$ cat src/rtl/multiphase_clk_gen_pkg.sv
// Shared types for the multi-phase clock generator: FSM states and the
// configuration latched at each start.
package multiphase_clk_gen_pkg;

  // Width of the stored configuration; the top-level DIV_W defaults to this and must not exceed it.
  localparam int unsigned CfgDivW = 8;

  typedef enum logic [1:0] {
    StIdle,
    StWarm,
    StRun,
    StStop
  } state_e;

  typedef struct packed {
    logic [CfgDivW-1:0] div;
    logic [CfgDivW-1:0] step;
  } cfg_t;

endpackage

$ cat src/rtl/multiphase_clk_phase.sv
// One divided-clock phase: the toggle flop plus its sticky active-low reset
// output, released on the first rising half-period seen while running.
module multiphase_clk_phase #(
  parameter logic INIT = 1'b0
) (
  input  logic clk_i,
  input  logic rst_ni,
  input  logic tgl_i,
  input  logic stop_i,
  input  logic run_i,
  input  logic clr_i,
  output logic phase_o,
  output logic rst_o
);

  logic phase_q;
  logic rst_q;

  always_ff @(posedge clk_i or negedge rst_ni) begin
    if (!rst_ni) begin
      phase_q <= INIT;
      rst_q   <= 1'b0;
    end else begin
      // While stopping, only the return to INIT is allowed, so a half-period is never started.
      if (tgl_i && (!stop_i || (phase_q != INIT))) begin
        phase_q <= ~phase_q;
      end
      if (clr_i) begin
        rst_q <= 1'b0;
      end else if (run_i && tgl_i && (phase_q == INIT)) begin
        rst_q <= 1'b1;
      end
    end
  end

  assign phase_o = phase_q;
  assign rst_o   = rst_q;

endmodule

$ cat src/rtl/multiphase_clk_gen.sv
// Multi-phase clock divider: NUM_PHASES clocks of period 2*div, each lagging the
// previous by step cycles, with per-phase reset release and a glitch-free stop.
module multiphase_clk_gen
  import multiphase_clk_gen_pkg::*;
#(
  parameter int unsigned NUM_PHASES = 4,
  parameter int unsigned DIV_W      = CfgDivW,
  parameter int unsigned RST_HOLD   = 2,
  parameter logic        INIT       = 1'b0
) (
  input  logic                  clk_i,
  input  logic                  rst_i,
  input  logic                  en_i,
  input  logic [DIV_W-1:0]      div_i,
  input  logic [DIV_W-1:0]      step_i,
  output logic [NUM_PHASES-1:0] phase_o,
  output logic [NUM_PHASES-1:0] rst_o,
  output logic                  locked_o,
  output logic                  cfg_err_o
);

  localparam int unsigned ProdW = DIV_W + $clog2(NUM_PHASES);
  localparam int unsigned PerW  = $clog2(RST_HOLD + 1);

  state_e            state_q;
  cfg_t              cfg_q;
  logic [DIV_W-1:0]  cnt_q;
  logic [PerW-1:0]   per_q;
  logic              locked_q;
  logic              cfg_err_q;

  logic [DIV_W-1:0]      div_lat;
  logic [DIV_W-1:0]      step_lat;
  logic                  cfg_ok;
  logic                  cnt_wrap;
  logic                  period_end;
  logic                  all_init;
  logic                  active;
  logic                  stop_req;
  logic [NUM_PHASES-1:0] tgl;

  assign div_lat  = DIV_W'(cfg_q.div);
  assign step_lat = DIV_W'(cfg_q.step);

  // Widened product so the last phase offset can never wrap into range.
  assign cfg_ok = (div_i != '0) &&
                  ((ProdW'(step_i) * ProdW'(NUM_PHASES - 1)) < ProdW'(div_i));

  assign cnt_wrap   = (cnt_q == (div_lat - DIV_W'(1)));
  assign all_init   = (phase_o == {NUM_PHASES{INIT}});
  assign period_end = cnt_wrap && (phase_o[0] == INIT);
  assign active     = (state_q != StIdle);
  assign stop_req   = ((state_q == StWarm) || (state_q == StRun)) && !en_i;

  always_ff @(posedge clk_i or negedge rst_i) begin
    if (!rst_i) begin
      state_q   <= StIdle;
      cfg_q     <= '0;
      cnt_q     <= '0;
      per_q     <= '0;
      locked_q  <= 1'b0;
      cfg_err_q <= 1'b0;
    end else begin
      if (active) begin
        cnt_q <= cnt_wrap ? '0 : cnt_q + DIV_W'(1);
      end
      locked_q <= stop_req ? 1'b0 : &rst_o;

      unique case (state_q)
        StIdle: begin
          if (en_i) begin
            if (cfg_ok) begin
              state_q    <= StWarm;
              cfg_q.div  <= CfgDivW'(div_i);
              cfg_q.step <= CfgDivW'(step_i);
              cnt_q      <= '0;
              per_q      <= '0;
              cfg_err_q  <= 1'b0;
            end else begin
              cfg_err_q <= 1'b1;
            end
          end
        end
        StWarm: begin
          if (!en_i) begin
            state_q <= StStop;
          end else if (period_end) begin
            if (per_q == PerW'(RST_HOLD - 1)) begin
              state_q <= StRun;
            end else begin
              per_q <= per_q + PerW'(1);
            end
          end
        end
        StRun: begin
          if (!en_i) begin
            state_q <= StStop;
          end
        end
        StStop: begin
          // Leave on a counter wrap so a prompt restart cannot shorten the final low half.
          if (all_init && cnt_wrap) begin
            state_q <= StIdle;
            cnt_q   <= '0;
          end
        end
        default: state_q <= StIdle;
      endcase
    end
  end

  for (genvar k = 0; k < NUM_PHASES; k++) begin : g_phase
    assign tgl[k] = active && (ProdW'(cnt_q) == (ProdW'(k) * ProdW'(step_lat)));

    multiphase_clk_phase #(
      .INIT (INIT)
    ) u_phase (
      .clk_i   (clk_i),
      .rst_ni  (rst_i),
      .tgl_i   (tgl[k]),
      .stop_i  (state_q == StStop),
      .run_i   (state_q == StRun),
      .clr_i   (stop_req),
      .phase_o (phase_o[k]),
      .rst_o   (rst_o[k])
    );
  end

  assign locked_o  = locked_q;
  assign cfg_err_o = cfg_err_q;

endmodule

$ cat config.mk
export PLATFORM = sky130hd
export DESIGN_NAME = multiphase_clk_gen
export DESIGN_NICKNAME = d
export VERILOG_FILES = /design/src/rtl/multiphase_clk_gen_pkg.sv /design/src/rtl/multiphase_clk_phase.sv /design/src/rtl/multiphase_clk_gen.sv
export SDC_FILE = /design/constraint.sdc
export NUM_CORES = 1
export LEC_CHECK = 0
export BUFFER_PORTS_ARGS = -buffer_cell sky130_fd_sc_hd__buf_2
export CORE_MARGIN = 4
export CORE_UTILIZATION = 35
export DETAILED_ROUTE_END_ITERATION = 8
export PLACE_DENSITY = 0.59
export SLEW_MARGIN = 20
export SYNTH_ARGS = -nofsm -noshare
export SYNTH_HDL_FRONTEND = slang
export SYNTH_SLANG_ARGS = --single-unit
$ cat constraint.sdc
create_clock -name clk_i -period 4.4 [get_ports clk_i]
set_input_delay 0.44 -clock clk_i [delete_from_list [all_inputs] [get_ports clk_i]]
set_output_delay 0.44 -clock clk_i [all_outputs]
set_load 0.02 [all_outputs]
==> results.toml <==
[pwr]
power.density_nw_per_um2 = 641
power.share.clock_pct = 11.4
leakage_uw = 0.00167
pwr-share-seq_pct = 32.0
p_comb_share_pct = 56.5
p_int_uw = 1160
p_sw_share_pct = 47.3
vdd.ir_drop.worst_mv = 0.201
power_switching_uw = 1040

[route]
routed_wl_um = 7130
met3_wirelength_um = 302
ant_nets = 0
drtIter0Drc = 103
viasPerCell = 5.25
wire_per_inst_um = 14.6
route.met2.wl_um = 3140
drc_errors = 0
wl_met1_um = 3600
routed.top_layer = "met4"
vias = 2561
drt-pass1-iter-count = 4

[setup_path]
start_kind = "input pin"
cp-end-kind = "register"
required_ns = 4.56
critPathArrivalTime_ns = 3.85
criticalPathCategory = "input pin to register"
path_max_fanout = 8

[outcome]
status = "completed"

[placement]
routabilityCongestion = 0.840
pre_cts_ws_ns = 0.346
place_inst = 480
place_area_um2 = 3330
portBuffers = 28
dpl.hpwl_um = 5530

[clock_tree]
cts_tree = "done"
clockBufferDepth = 2
post_cts_resize_count = 0
cts_sinks = 38
path_clk_slew_ns = 0.08
cts_max_level = 2
clk_latency_ns = 0.29
cts_root_buffer = "clkbuf_8"
numCtsBuffers = 5
cts-hold-fix-buffers = 0
cts_setup_buffers = 0

[sta]
whs_ns = 0.259
clock_skew_ns = 0.00504
finalCritPeriodShare_pct = 84.0
finalCriticalPeriod_ns = 3.70
final_max_slew_viol_count = 0
tightest_slew_ns = 0.883
rsz0062_at_grt = "no"
slew-limit-headroom_pct = 41.2
hold_viol = 0
fmax_mhz = 270
setup_tns_ns = 0
setup_violations = 0
setup_ws_ns = 0.703

[global_route]
grt_usage_pct = 15.0
grt_pass1_wl_um = 12600
grt_overflow = 0
antenna_found_initial = 0
grt_pass1_vias = 2591
grt_max_degree = 39

[floorplan]
rows = 34
top_level_ports = 29
die_area_um2 = 10700
core_area_um2 = 8810
die_y_um = 103
fp.dieW_um = 103
start_util_pct = 36.2

[yosys]
netlist_area_um2 = 3190
postSynthCellCount = 365
synth_cell_type_count = 49
synth_edf_count = 0
synth-seq-cells = 38
syn-num-nets = 419
synth_flop_cell = "dfrtp_1"
synthArstFlopShare_pct = 100
synth_area_per_cell_um2 = 8.73
ys_seq_area_share_pct = 29.8
yosysWarningCount = 0

[cells_and_area]
final_common_cell = "dfrtp_1"
diodes = 0
drive_gt1_share_pct = 12.1
nFillCells = 929
area.growth.synth_to_final_pct = 7.30
final_cell_count_no_fill = 488
layout.cells.most_common_list = "dfrtp_1, nor2_1, ha_1"
nets = 433
post-route-cell-area_um2 = 3420

[min_path]
min_path_type = "input pin to async pin"

[flow_run]
max_cap_violations = 0
cell usage after synthesis (all sizes together) (5+ instances only):
cell,count,share of area [%]
ha,33,13
a21oi,13,2.0
mux2,8,2.8
nand2,23,2.7
a21o,7,1.6
dfrtp,38,30
xor2,25,6.9
xnor2,18,4.9
nor3,15,2.4
a41oi,5,1.4
inv,30,3.5
nand3,10,1.6
buf,18,4.0
o21ai,27,4.2
nor4,9,2.2
nor2,33,3.9
registers in the layout, indices dropped and copies added (netlist names):
register / cells
cnt_q: 8
div_lat: 8
step_lat: 8
g_phase.u_phase.phase_o: 4
g_phase.u_phase.rst_o: 4
per_q: 2
state_q: 2
cfg_err_o: 1
locked_o: 1
routing by layer:
metal	global-route usage, %	vias to the layer above
met5	0	-
met4	4.08	0
met3	2.68	9
met2	23.6	46
met1	21.1	1208
li1	-	1298
worst paths after layout:
kind                                              end   startpoint  slack, ns  depth (start not counted)
max reg2reg                g_phase[3].u_phase.phase_o  step_lat[1]       1.39                          9
min in group clk_i                        step_lat[0]    step_i[0]       0.41                          2
min reg2reg                                  per_q[0]     per_q[0]       0.49                          1
max in group asynchronous                    cnt_q[5]        rst_i       3.58                          1
max                                          cnt_q[2]    step_i[1]       0.70                         18
min                                       step_lat[6]        rst_i       0.26                          1
per-stage QoR:
| step | power (uW) | util (%) |
|---|---|---|
| floorplan | 1690 | - |
| global placement | 1910 | 37.8 |
| detailed placement | 1950 | 37.8 |
| CTS | 2210 | 38.8 |
| global route | 2440 | 38.8 |
| finish | 2190 | 38.8 |
cell type report:
| cell class | instances | area, um2 | area share (%) |
|---|---|---|---|
| clock buffer | 7 | 86.3 | 2.52 |
| clock inverter | 1 | 5.00 | 0.146 |
| inverter | 30 | 113 | 3.29 |
| multi-input combinational | 275 | 1980 | 58.0 |
| sequential | 38 | 951 | 27.8 |
| tap | 108 | 135 | 3.95 |
| timing repair buffer | 29 | 148 | 4.32 |
kinds of logic (layout without fill, tap and decap cells):
logic type | count (synthesis) | after routing | synth area share (%)
AOI/OAI and AO/OA | 73 | 73 | 14.6
xor gates and xnor gates | 43 | 43 | 11.8
adders and majority gates | 35 | 35 | 14.2
buffers and inverters | 52 | 67 | 7.97
DFF | 38 | 38 | 29.8
muxes | 10 | 10 | 3.45
and+or+nand+nor | 114 | 114 | 18.1
power by group through the flow:
stage,combinational (uW),clock [uW],sequential (uW)
after floorplan,1080,0,609
after global placement,1210,0,706
after detailed placement,1240,0,710
after CTS,1250,263,703
after global routing,1420,279,735
final,1240,250,703
critical path, cell delays in order:
cell and delay, ns:
buf_2 0.10, ha_1 0.18, inv_1 0.06, fa_1 0.40
nor2b_1 0.13, o21ai_1 0.08, a21boi_1 0.23, o21ai_0 0.10
nand2_1 0.08, xnor2_1 0.12, ha_1 0.26, a211o_1 0.29
a21oi_1 0.11, o21ai_0 0.09, a21oi_1 0.19, a41oi_1 0.24
o31ai_2 0.61, nor2_1 0.11
Power figures use the tool's default switching activity.
